### config.mk
export PLATFORM = sky130hd
export DESIGN_NAME = ddr_cmd_sequencer
export DESIGN_NICKNAME = d
export VERILOG_FILES = /design/src/rtl/ddr_cmd_sequencer.sv
export SDC_FILE = /design/constraint.sdc
export NUM_CORES = 1
export LEC_CHECK = 0
export ABC_AREA = 1
export BUFFER_PORTS_ARGS = -buffer_cell sky130_fd_sc_hd__buf_4
export CORE_UTILIZATION = 31
export CTS_BUF_LIST = sky130_fd_sc_hd__clkbuf_4
export DETAILED_ROUTE_END_ITERATION = 16
export GPL_ROUTABILITY_DRIVEN = 1
export SYNTH_ARGS = -nofsm -noshare
export SYNTH_HDL_FRONTEND = slang
export SYNTH_SLANG_ARGS = --single-unit
### constraint.sdc
create_clock -name clk_div -period 3.6 [get_ports clk_div]
set_clock_uncertainty 0.1 [all_clocks]
set_input_delay 0.36 -clock clk_div [delete_from_list [all_inputs] [get_ports clk_div]]
set_output_delay 0.36 -clock clk_div [all_outputs]
set_load 0.005 [all_outputs]
### src/rtl/ddr_cmd_sequencer.sv
// DDR3 command sequencer: buffers command words in a small FIFO and plays
// them out on the half-rate PHY command bus, one word per clk_div cycle
// followed by a programmable number of NOP cycles.
//
// Ports:
//   clk_div, rst        half-rate clock, async active-high reset
//   en                  run enable (start on level, graceful stop on drop)
//   cmd_*               command word input with valid/ready handshake
//   in_a/in_ba/in_ras/in_cas/in_we/in_cke/in_odt
//                       {second,first} half outputs toward the PHY
//   in_tri              pad tristate, high while idle
//   busy, done, underrun
//                       status: not idle, end-of-sequence pulse, sticky
//                       empty-FIFO-when-due flag
module ddr_cmd_sequencer #(
    parameter int unsigned ADDRESS_NUMBER = 15,
    parameter int unsigned FIFO_DEPTH     = 4
) (
    input  logic                        clk_div,
    input  logic                        rst,
    input  logic                        en,
    input  logic                        cmd_valid,
    output logic                        cmd_ready,
    input  logic [ADDRESS_NUMBER-1:0]   cmd_a,
    input  logic [2:0]                  cmd_ba,
    input  logic [2:0]                  cmd_rcw,
    input  logic                        cmd_cke,
    input  logic                        cmd_odt,
    input  logic [7:0]                  cmd_skip,
    input  logic                        cmd_last,
    output logic [2*ADDRESS_NUMBER-1:0] in_a,
    output logic [5:0]                  in_ba,
    output logic [1:0]                  in_ras,
    output logic [1:0]                  in_cas,
    output logic [1:0]                  in_we,
    output logic [1:0]                  in_cke,
    output logic [1:0]                  in_odt,
    output logic                        in_tri,
    output logic                        busy,
    output logic                        done,
    output logic                        underrun
);

    localparam int unsigned AW     = ADDRESS_NUMBER;
    localparam int unsigned PTR_W  = $clog2(FIFO_DEPTH);
    localparam int unsigned CNT_W  = PTR_W + 1;
    localparam int unsigned SKIP_W = 8;

    typedef struct packed {
        logic [AW-1:0]     a;
        logic [2:0]        ba;
        logic [2:0]        rcw;
        logic              cke;
        logic              odt;
        logic [SKIP_W-1:0] skip;
        logic              last;
    } cmd_word_t;

    typedef enum logic [1:0] {
        ST_IDLE,
        ST_ISSUE,
        ST_SKIP,
        ST_DRAIN
    } state_t;

    // FIFO storage and bookkeeping
    cmd_word_t         fifo_q [FIFO_DEPTH];
    cmd_word_t         wr_word_c;
    cmd_word_t         head_c;
    logic [PTR_W-1:0]  wr_ptr_q, wr_ptr_d;
    logic [PTR_W-1:0]  rd_ptr_q, rd_ptr_d;
    logic [CNT_W-1:0]  count_q, count_d;
    logic              cmd_ready_q, cmd_ready_d;
    logic              push_c, pop_c;

    // Sequencer state
    state_t            state_q, state_d;
    logic [SKIP_W-1:0] skip_cnt_q, skip_cnt_d;
    logic              last_q, last_d;
    logic              underrun_q, underrun_d;
    logic              busy_q, busy_d;

    // Stage 1: what this cycle's state emits (a/ba/cke/odt hold last issued)
    logic [AW-1:0]     s1_a_q, s1_a_d;
    logic [2:0]        s1_ba_q, s1_ba_d;
    logic [2:0]        s1_rcw_q, s1_rcw_d;
    logic              s1_cke_q, s1_cke_d;
    logic              s1_odt_q, s1_odt_d;
    logic              s1_tri_q, s1_tri_d;
    logic              s1_done_q, s1_done_d;

    // Stage 2: PHY-facing output registers, both halves duplicated
    logic [2*AW-1:0]   in_a_q, in_a_d;
    logic [5:0]        in_ba_q, in_ba_d;
    logic [1:0]        in_ras_q, in_ras_d;
    logic [1:0]        in_cas_q, in_cas_d;
    logic [1:0]        in_we_q, in_we_d;
    logic [1:0]        in_cke_q, in_cke_d;
    logic [1:0]        in_odt_q, in_odt_d;
    logic              in_tri_q, in_tri_d;
    logic              done_q, done_d;

    // Incoming word packing and handshake
    always_comb begin
        wr_word_c      = '0;
        wr_word_c.a    = cmd_a;
        wr_word_c.ba   = cmd_ba;
        wr_word_c.rcw  = cmd_rcw;
        wr_word_c.cke  = cmd_cke;
        wr_word_c.odt  = cmd_odt;
        wr_word_c.skip = cmd_skip;
        wr_word_c.last = cmd_last;
        push_c         = cmd_valid && (count_q < CNT_W'(FIFO_DEPTH));
        pop_c          = (state_q == ST_ISSUE) && (count_q != '0);
        head_c         = fifo_q[rd_ptr_q];
    end

    // Pointer wrap and occupancy; push is refused when full, pop when empty
    always_comb begin
        wr_ptr_d = wr_ptr_q;
        rd_ptr_d = rd_ptr_q;
        count_d  = count_q;
        if (push_c) begin
            wr_ptr_d = (wr_ptr_q == PTR_W'(FIFO_DEPTH - 1)) ? '0 : wr_ptr_q + PTR_W'(1);
        end
        if (pop_c) begin
            rd_ptr_d = (rd_ptr_q == PTR_W'(FIFO_DEPTH - 1)) ? '0 : rd_ptr_q + PTR_W'(1);
        end
        case ({push_c, pop_c})
            2'b10:   count_d = count_q + CNT_W'(1);
            2'b01:   count_d = count_q - CNT_W'(1);
            default: count_d = count_q;
        endcase
        cmd_ready_d = (count_d < CNT_W'(FIFO_DEPTH));
    end

    // FIFO storage write (no reset needed: occupancy guards reads)
    always_ff @(posedge clk_div) begin
        if (push_c) begin
            fifo_q[wr_ptr_q] <= wr_word_c;
        end
    end

    // Next-state and stage-1 emission
    always_comb begin
        state_d    = state_q;
        skip_cnt_d = skip_cnt_q;
        last_d     = last_q;
        underrun_d = underrun_q;
        s1_a_d     = s1_a_q;
        s1_ba_d    = s1_ba_q;
        s1_cke_d   = s1_cke_q;
        s1_odt_d   = s1_odt_q;
        s1_rcw_d   = 3'b111;
        s1_tri_d   = 1'b0;
        s1_done_d  = 1'b0;

        case (state_q)
            ST_IDLE: begin
                s1_tri_d = 1'b1;
                if (en) begin
                    state_d    = ST_ISSUE;
                    underrun_d = 1'b0;
                end
            end
            ST_ISSUE: begin
                if (pop_c) begin
                    s1_a_d   = head_c.a;
                    s1_ba_d  = head_c.ba;
                    s1_rcw_d = head_c.rcw;
                    s1_cke_d = head_c.cke;
                    s1_odt_d = head_c.odt;
                    last_d   = head_c.last;
                    if (head_c.skip != '0) begin
                        state_d    = ST_SKIP;
                        skip_cnt_d = head_c.skip - SKIP_W'(1);
                    end else if (head_c.last || !en) begin
                        state_d = ST_DRAIN;
                    end
                end else begin
                    underrun_d = 1'b1;
                end
            end
            ST_SKIP: begin
                // Counter was loaded with skip-1, so skip NOP cycles are spent here
                if (skip_cnt_q == '0) begin
                    state_d = (last_q || !en) ? ST_DRAIN : ST_ISSUE;
                end else begin
                    skip_cnt_d = skip_cnt_q - SKIP_W'(1);
                end
            end
            ST_DRAIN: begin
                s1_done_d = 1'b1;
                state_d   = ST_IDLE;
            end
            default: begin
                state_d = ST_IDLE;
            end
        endcase

        busy_d = (state_d != ST_IDLE);
    end

    // Stage-2 outputs: same value in both halves of the half-rate bus
    always_comb begin
        in_a_d   = {s1_a_q, s1_a_q};
        in_ba_d  = {s1_ba_q, s1_ba_q};
        in_ras_d = {2{s1_rcw_q[2]}};
        in_cas_d = {2{s1_rcw_q[1]}};
        in_we_d  = {2{s1_rcw_q[0]}};
        in_cke_d = {2{s1_cke_q}};
        in_odt_d = {2{s1_odt_q}};
        in_tri_d = s1_tri_q;
        done_d   = s1_done_q;
    end

    // State and output registers
    always_ff @(posedge clk_div or posedge rst) begin
        if (rst) begin
            wr_ptr_q    <= '0;
            rd_ptr_q    <= '0;
            count_q     <= '0;
            cmd_ready_q <= 1'b1;
            state_q     <= ST_IDLE;
            skip_cnt_q  <= '0;
            last_q      <= 1'b0;
            underrun_q  <= 1'b0;
            busy_q      <= 1'b0;
            s1_a_q      <= '0;
            s1_ba_q     <= '0;
            s1_rcw_q    <= 3'b111;
            s1_cke_q    <= 1'b1;
            s1_odt_q    <= 1'b0;
            s1_tri_q    <= 1'b1;
            s1_done_q   <= 1'b0;
            in_a_q      <= '0;
            in_ba_q     <= '0;
            in_ras_q    <= 2'b11;
            in_cas_q    <= 2'b11;
            in_we_q     <= 2'b11;
            in_cke_q    <= 2'b11;
            in_odt_q    <= 2'b00;
            in_tri_q    <= 1'b1;
            done_q      <= 1'b0;
        end else begin
            wr_ptr_q    <= wr_ptr_d;
            rd_ptr_q    <= rd_ptr_d;
            count_q     <= count_d;
            cmd_ready_q <= cmd_ready_d;
            state_q     <= state_d;
            skip_cnt_q  <= skip_cnt_d;
            last_q      <= last_d;
            underrun_q  <= underrun_d;
            busy_q      <= busy_d;
            s1_a_q      <= s1_a_d;
            s1_ba_q     <= s1_ba_d;
            s1_rcw_q    <= s1_rcw_d;
            s1_cke_q    <= s1_cke_d;
            s1_odt_q    <= s1_odt_d;
            s1_tri_q    <= s1_tri_d;
            s1_done_q   <= s1_done_d;
            in_a_q      <= in_a_d;
            in_ba_q     <= in_ba_d;
            in_ras_q    <= in_ras_d;
            in_cas_q    <= in_cas_d;
            in_we_q     <= in_we_d;
            in_cke_q    <= in_cke_d;
            in_odt_q    <= in_odt_d;
            in_tri_q    <= in_tri_d;
            done_q      <= done_d;
        end
    end

    assign cmd_ready = cmd_ready_q;
    assign in_a      = in_a_q;
    assign in_ba     = in_ba_q;
    assign in_ras    = in_ras_q;
    assign in_cas    = in_cas_q;
    assign in_we     = in_we_q;
    assign in_cke    = in_cke_q;
    assign in_odt    = in_odt_q;
    assign in_tri    = in_tri_q;
    assign busy      = busy_q;
    assign done      = done_q;
    assign underrun  = underrun_q;

endmodule

# Yosys cells after proc, flatten, opt, wreduce, memory -nomap -nowiden

Memory sizes are Yosys's and may differ from the RTL's.
Cells that the tools add are included.

Equal/unequal tests: 12
Multiplexer cells: 23
Reductions and logical operators: 15
Add/subtract/negate cells: 6
Magnitude comparators: 2

Operator list:

| operator            | count |
|---|---|
| $mux 8              | 3 |
| $mux 2              | 8 |
| $pmux 8 s2          | 1 |
| $sub 8x1->8 const B | 2 |
| $eq 2x2->1 const B  | 5 |
| $logic_not 8->1     | 1 |
| $ne 2x2->1 const B  | 4 |
| $pmux 2 s4          | 1 |
| $reduce_bool 8->1   | 1 |
| $lt 3x3->1 const B  | 2 |
| $mux 1              | 6 |
| $mux 3              | 2 |
| $pmux 3 s2          | 1 |
| $reduce_bool 2->1   | 3 |
| $add 2x1->2 const B | 2 |
| $eq 2x1->1 const B  | 2 |
| $reduce_and 4->1    | 1 |
| $add 3x1->3 const B | 1 |
| $reduce_and 3->1    | 1 |
| $reduce_bool 3->1   | 1 |
| $sub 3x1->3 const B | 1 |
| $logic_and 1x1->1   | 2 |
| $logic_not 2->1     | 1 |
| $logic_or 1x1->1    | 2 |
| 4 further kinds     | 4 |

Memories kept: 1
Output and inout bits: 51
Word-level logic and storage cells: 84
Register bits after elaboration: 89
Memory bits (writable): 128

Memory list:

| name   | depth | width | read ports | clocked after Yosys merged registers in | wr ports | RTL line | text |
|---|---|---|---|---|---|---|---|
| fifo_q | 4     | 32    | 1          | 0                                       | 1        | 67       | `cmd_word_t fifo_q [FIFO_DEPTH];` |

# Depth between registers and ports, before layout

Gate-level depths: netlist of run 1.

Depth in word-level cells: 7
Gate-level depth with buffers: 14
Depth with buffers taken out: 13

# Worst setup path after synthesis of run 1

OpenSTA, ideal clock, no wires.

Path type: reg2reg
From: register wr_ptr_q[0]
To: memory fifo_q[2][0] (netlist bit), enable pin
Data required time: 3.079 ns
Setup time: 0.421 ns
Slack: 1.058 ns
Arrival: 2.021 ns
Cell stages (with the launch flop): 5
Path through: dfrtp_1 inv_1 ha_1 inv_1 nor2_1

RTL lines:

| item                     | RTL line | text |
|---|---|---|
| start: declaration       | 70       | `logic [PTR_W-1:0] wr_ptr_q, wr_ptr_d;` |
| start signal: assignment | 246      | `wr_ptr_q <= wr_ptr_d;` |
| end: declaration         | 67       |  |

No word-level cell before the write port.

# Final worst setup path of run 1

From: register rd_ptr_q[0]
To: register skip_cnt_q[2]

Cells in the longest elaborated chain, start to end: 5
Elaborated cells on any way between the ends: 8
Those cells by class: add/sub (1); eq/ne (1); mux (3); reduce/logical (2); memory (1)

RTL lines:

| item                     | RTL line | text |
|---|---|---|
| start: declaration       | 71       | `logic [PTR_W-1:0] rd_ptr_q, rd_ptr_d;` |
| start signal: assignment | 247      | `rd_ptr_q <= rd_ptr_d;` |
| $mem_v2 4x32 *           | --       |  |
| $sub 8x1->8              | 176      | `skip_cnt_d = head_c.skip - SKIP_W'(1);` |
| $mux 8                   | 174      | `if (head_c.skip != '0) begin` |
| $mux 8                   | 167      | `if (pop_c) begin` |
| $pmux 8 s2               | 158      | `case (state_q)` |
| end signal: assignment   | 251      | `skip_cnt_q <= skip_cnt_d;` |
| end: declaration         | 78       | `logic [SKIP_W-1:0] skip_cnt_q, skip_cnt_d;` |

Every way passes the cells marked *; elsewhere a longest branch is shown, timed or not. The select of a mux whose other input is x is not followed.
A chain may end at the register's enable or synchronous reset.

==> out/metrics.csv, run 1 <==
stage,metric,value,unit
floorplan,Placeable Area,24500,sq um
pwr,total power,7.10,mW
logic_synthesis,Syn Nets,692,
placed_design,Detail Placement HPWL,9.40,mm
clocking,TritonCTS clock tree,done,
timing,Final Critical Period,2.49,ns
grt,first-pass GRT wire length,24.6,mm
logic_synthesis,Synth area leader,edfxtp_1,
drt,drt wl/cell,13.9,um
timing,RSZ-0062 raised after global routing,no,
clocking,TritonCTS Buffers,17,
worst_setup_path,Setup CP Type,flop to flop,
grt,initial antenna violation count,1,
placed_design,Setup Slack @ Placement,1.18,ns
drt,Via Count,4814,
clocking,H-Tree Depth,4,
logic_synthesis,post-synth cell types,35,
min_path,HP Class,flop to flop,
logic_synthesis,top cell type's share of synthesized area,49.2,%
logic_synthesis,Synth area leaders,"edfxtp_1 (49%), dfrtp_1 (19%), nor2_1 (6.4%)",
finish,Fillers,2385,
pwr,Internal,4.54,mW
drt,First DRT Iteration DRCs,384,
grt,vias in the first global route,4734,
placed_design,gpl congestion,0.775,
timing,period utilisation layout,69.1,%
job,Max Cap Viol,0,
placed_design,IO buf count,86,
floorplan,initial core utilization,31.8,%
logic_synthesis,async set-or-reset flop fraction in the synthesized netlist,35.7,%
logic_synthesis,Most used DFF post-synth,edfxtp_1,
logic_synthesis,Post-synth EDFFs,128,
pwr,leak pwr,3.65,nW
logic_synthesis,synthesized netlist cell count,648,
clocking,Skew-Pair Late Insertion Delay,0.58,ns
timing,final setup vio count,0,
timing,Final Hold Viols,0,
timing,final setup margin,1.11,ns
finish,Finished Core Util,38.1,%
drt,vias per cell,4.42,
floorplan,die area,25800,sq um
logic_synthesis,Post-Syn Area,7810,sq um
pwr,sw frac,36.1,%
pwr,Reg power frac,47.1,%
grt,largest net degree at the start of global routing,54,
timing,setup TNS,0,ns
clocking,Root Buffer Master,clkbuf_4,
logic_synthesis,Ys Warns,0,
pwr,switching pwr,2.56,mW
worst_setup_path,Worst path slowest cell,dfrtp_2,
timing,f_max,0.402,GHz
floorplan,die height,161,um
finish,Non-Filler Instances,1088,
timing,Worst-Margin Slew,1.02,ns
clocking,post_cts resized,0,
floorplan,die extent in x,161,um
clocking,clock-pin slew on the worst setup and hold paths,0.15,ns
run_status,outcome,finished clean,
drt,WL final,15.1,mm
worst_setup_path,Setup crit start kind,flop,
logic_synthesis,post-synthesis sequential area ratio,72.2,%
worst_setup_path,Worst path max stage delay,0.63,ns
pwr,worst vdd rail ir drop,0.302,mV
worst_setup_path,Crit path max-delay family,simple AND/OR/NAND/NOR gates,
placed_design,DP Cell Count,1021,
timing,max_slew headroom,31.8,%
worst_setup_path,CP Capture Type,flop,
drt,Post-DRT Antenna Nets,0,
worst_setup_path,worst-path cell chain,inv_2 > nand2_1 > nand3_1 > nand2_1 > o21ai_1 > inv_1 > ha_1 > or2_2 > nand2_1 > nand2_1 > o21ai_1,
drt,1st-pass router iterations,5,
finish,Final #Nets,794,
floorplan,io pins,87,
worst_setup_path,most frequent CP cell,nand2_1,
drt,drt drc,0,
worst_setup_path,Arrival @ worst endpoint,2.89,ns
pwr,Pwr Density,760,nW/um^2
worst_setup_path,CP max FO,26,
pwr,Clock power frac,18.5,%
clocking,clock sinks,199,
logic_synthesis,Syn Area/Cell,12.1,sq um
worst_setup_path,"Req. time, crit path",4.00,ns
clocking,worst-case clock buffer depth,2,
grt,GRT overflow,0,
logic_synthesis,"flops & latches, synth",199,
finish,share of post-route cells with drive strength above 1,22.0,%
pwr,Comb power frac,34.5,%
timing,max-slew violation count,0,
grt,Overall Global Routing Usage,12.3,%
worst_setup_path,WP buf/inv,2,
finish,P&R area growth vs syn,19.8,%
floorplan,row cnt,57,
## worst paths after layout
path                              from             to  slack, ns  depth (start not counted)
hold reg to reg                 done_d           done       0.27                          0
min in group asynchronous          rst       in_a[14]       0.43                          3
setup reg to reg           rd_ptr_q[0]  skip_cnt_q[2]       1.11                         11
hold / removal                  done_d           done       0.27                          0
max in group asynchronous          rst      s1_a_q[3]       2.15                          4
setup / recovery           rd_ptr_q[0]  skip_cnt_q[2]       1.11                         11
## cell usage after synthesis (all sizes together), types with 5 or more instances
master	count
nand2	105
o21ai	57
a31oi	20
dfrtp	60
edfxtp	128
buf	37
dfstp	11
nand3	24
clkbuf	12
ha	7
inv	27
a21oi	5
nor2	138
## registers in the layout, indices dropped and copies added (netlist names), 2 cells and up
| signal | cells |
|---|---|
| skip_cnt_q | 8 |
| in_ba | 3 |
| rd_ptr_q | 2 |
| fifo_q | 128 |
| s1_rcw_q | 3 |
| s1_ba_q | 3 |
| in_a | 15 |
| state_q | 2 |
| s1_a_q | 15 |
| count_q | 3 |
| wr_ptr_q | 2 |
## worst register-to-register path, delay by kind of cell (launching register included)
family	cells	cell delay [ns]
buf+inv	2	0.48
simple gates	6	0.70
flops	1	0.63
compound gates	2	0.33
fa+ha+maj	1	0.19
## repair_timing
action                     in CTS  in global routing
hold buffers                   34                  0
buffers inserted                0                  0
hold endpoints to repair      171                  0
setup endpoints to repair       0                  0
## layout by cell type (no fill, tap or decap), types with 17 or more instances in the layout
cell type      count
nor2_1           130
dlygate4sd3_1     34
o21ai_0           50
clkbuf_4          17
nand2_1           99
nand3_1           19
a31oi_1           20
dfrtp_1           59
edfxtp_1         128
inv_1             23
buf_4             98
## layer usage
layer	up-vias	routed length (um)	global-route usage (%)
met5	-	0	0
li1	2378	-	-
met2	113	7250	20.2
met1	2308	7090	16.1
met3	15	514	2.17
met4	0	234	4.97
## final cells by class
cell class / instances / area [sq um] / area share (%)
inverters: 29 / 110 / 1.18
diodes: 1 / 2.50 / 0.0268
flip-flops and latches: 199 / 5640 / 60.2
well taps: 324 / 405 / 4.33
clock buffers: 17 / 128 / 1.36
multi-input cells: 371 / 1780 / 19.0
repair buffers: 132 / 1080 / 11.5
clock inverters: 15 / 215 / 2.30
## stage by stage
stage               area (sq um)  hold WS (ns)
floorplan                   7810         0.231
global placement            8670         0.237
detailed placement          8670         0.236
CTS                         9350         0.268
global route                9350         0.269
finish                      9350         0.266
## logic make-up after synthesis
kind of cell | share of synthesized area (%)
and+or+nand+nor | 14.8
DFF | 72.2
AOI/OAI and AO/OA | 5.99
buffers and inverters | 5.42
adders and majority gates | 1.38
xor gates and xnor gates | 0.224
## power by group through the flow
stage               registers [mW]  logic [mW]  clock network, mW
finish                        3.34        2.45               1.31
detailed placement            3.41        2.45                  0
CTS                           3.35        2.49               1.35
floorplan                     3.32        1.77                  0
global route                  3.42        2.80               1.43
global placement              3.39        2.43                  0
Note: power is estimated with default switching activity, not from simulation.
==> run 2: changes to the inputs <==
- clock period: 3.6 -> 2.2 ns (I/O delays scaled with it)
==> run 2 against run 1 <==
Against the previous run:
- clock-buffer cell count rose by 2
- die area did not move
- maximum frequency rose by 23%
- via count rose by 0.64%
- global-route usage rose by 0.31 points
- sequential power rose by 62%
- clock power rose by 50%
- critical path type unchanged
- largest power group unchanged
==> out/metrics.csv, run 2 (same netlist as run 1, synthesis figures left out) <==
stage,metric,value,unit
finish,multi-input combinational cell area,1780,sq um
floorplan,row cnt,57,
worst_setup_path,Crit path max-delay family,adder cells,
placed_design,IO buf count,86,
timing,period utilisation layout,92.1,%
pwr,switching pwr,4.28,mW
worst_setup_path,WP buf/inv,2,
finish,flip-flop count of the largest register after layout,128,
pwr,leak pwr,3.68,nW
finish,Finished Core Util,38.4,%
placed_design,Placement Cell Area,8780,sq um
floorplan,die area,25800,sq um
finish,P&R area growth vs syn,20.8,%
clocking,Skew-Pair Late Insertion Delay,0.58,ns
pwr,Pwr Density,1240,nW/um^2
worst_setup_path,CP Capture Type,flop,
min_path,WHS Path Cells,5,
clocking,Root Buffer Master,clkbuf_4,
drt,drt wl/cell,14.1,um
worst_setup_path,Setup CP Type,flop to flop,
grt,first-pass GRT wire length,24.9,mm
finish,most frequent cells in the layout,"nor2_1 (130), edfxtp_1 (128), nand2_1 (99)",
min_path,Worst Hold Path EP,wr_ptr_q[1],
clocking,Post-CTS Setup Bufs,0,
floorplan,io pins,87,
timing,Final Critical Period,2.03,ns
worst_setup_path,Arrival @ worst endpoint,2.45,ns
worst_setup_path,"Req. time, crit path",2.62,ns
grt,largest net degree at the start of global routing,58,
timing,max_slew headroom,62.3,%
floorplan,die height,161,um
finish,cell area after layout,9430,sq um
worst_setup_path,worst-path cell chain,nor2_1 > nand2_1 > nand2_1 > inv_2 > ha_1 > fa_1 > a21oi_1 > o21ai_1 > xor2_1 > inv_1,
finish,largest register by flop count,fifo_q,
min_path,worst hold path startpoint,cmd_valid,
drt,Post-DRT Antenna Nets,0,
job,Max Cap Viol,0,
grt,Overall Global Routing Usage,12.6,%
clocking,TritonCTS clock tree,done,
floorplan,Placeable Area,24500,sq um
pwr,Comb power frac,36.7,%
clocking,worst-case clock buffer depth,2,
clocking,H-Tree Depth,4,
grt,GRT overflow,0,
drt,WL final,15.5,mm
worst_setup_path,Worst path slowest cell,dfrtp_1,
timing,RSZ-0062 raised after global routing,no,
finish,Final #Nets,800,
pwr,Internal,7.38,mW
placed_design,Detail Placement HPWL,9.32,mm
pwr,Clock power frac,16.8,%
worst_setup_path,worst r2r src,count_q[0],
clocking,TritonCTS Buffers,17,
pwr,Reg power frac,46.5,%
run_status,outcome,finished clean,
worst_setup_path,most frequent CP cell,nand2_1,
drt,1st-pass router iterations,7,
floorplan,initial core utilization,31.8,%
timing,Final Hold Viols,0,
timing,final setup vio count,0,
pwr,worst vdd rail ir drop,0.404,mV
floorplan,die extent in x,161,um
finish,Fillers,2365,
grt,initial antenna violation count,3,
worst_setup_path,Setup crit start kind,flop,
finish,"commonest non-fill, non-tap cell in the layout",nor2_1,
finish,share of post-route cells with drive strength above 1,22.8,%
worst_setup_path,Worst path max stage delay,0.45,ns
placed_design,gpl congestion,0.793,
worst_setup_path,R2R setup slack,0.17,ns
timing,Hold Slack,0.0413,ns
timing,Worst-Margin Slew,0.558,ns
timing,max-slew violation count,0,
drt,drt drc,0,
min_path,HP Class,input port to flop,
pwr,total power,11.7,mW
drt,vias per cell,4.42,
grt,vias in the first global route,4609,
clocking,clock sinks,199,
worst_setup_path,worst reg2reg path depth,10,
drt,Via Count,4845,
pwr,sw frac,36.7,%
finish,Storage cell area,5640,sq um
clocking,clock-pin slew on the worst setup and hold paths,0.16,ns
worst_setup_path,CP max FO,4,
drt,First DRT Iteration DRCs,328,
timing,f_max,0.494,GHz
worst_setup_path,RR Endpoint,cmd_ready,
[run 2: changes by cell type in the layout (fill, tap and decap cells not counted), moves of 2 or more]
| cell | delta |
|---|---|
| buf_12 | +6 |
| bufinv_16 | -2 |
| clkbuf_4 | +2 |
| clkinv_8 | -2 |
| inv_8 | +3 |
[run 2: power groups by stage]
stage,sequential [mW],clock (mW),combinational (mW)
floorplan,5.42,0,2.91
CTS,5.43,2.02,4.35
detailed placement,5.52,0,4.28
finish,5.42,1.96,4.27
global route,5.53,2.18,4.84
global placement,5.50,0,4.23
[run 2: through the flow]
step,setup TNS (ns),setup slack [ns],instances
final,0,0.174,1095
after global routing,0,0.000322,1095
after CTS,0,0.148,1093
after detailed placement,0,0.154,1026
after global placement,0,0.226,1026
after floorplan,-20.94,-0.327,648
[run 2: final cells by class]
cell class | count | share of cell area (%)
clock buffers | 19 | 1.51
diodes | 2 | 0.0531
well taps | 324 | 4.30
clock inverters | 13 | 1.63
inverters | 29 | 1.17
repair buffers | 138 | 12.7
flip-flops and latches | 199 | 59.7
multi-input cells | 371 | 18.9
[run 2: what timing repair did]
item	in CTS	in global routing
gates resized for setup	0	2
hold buffers	35	0
setup endpoints to repair	0	2
hold endpoints to repair	194	0
[run 2: per-layer routing]
metal	wire length [um]	up-vias	track usage, %
li1	-	2391	-
met1	7340	2328	16.9
met2	7290	108	20.3
met3	613	16	2.58
met4	210	2	4.37
met5	13	-	0
[run 2: worst min-delay path, stage by stage]
cell	delay, ns
buf_4	0.08
nand2_1	0.07
buf_4	0.20
nor2_1	0.09
a21oi_1	0.04
[run 2: worst max path at each step]
stage | endpoint | slack (ns) | startpoint | depth (start not counted)
6_report | cmd_ready | 0.17 | count_q[0] | 10
5_1_grt | cmd_ready | 0.0003 | state_q[0] | 10
4_1_cts | cmd_ready | 0.15 | count_q[0] | 9
2_1_floorplan | fifo_q[1][0] | -0.33 | count_q[2] | 3
3_3_place_gp | cmd_ready | 0.23 | count_q[0] | 10
3_5_place_dp | cmd_ready | 0.15 | count_q[0] | 9
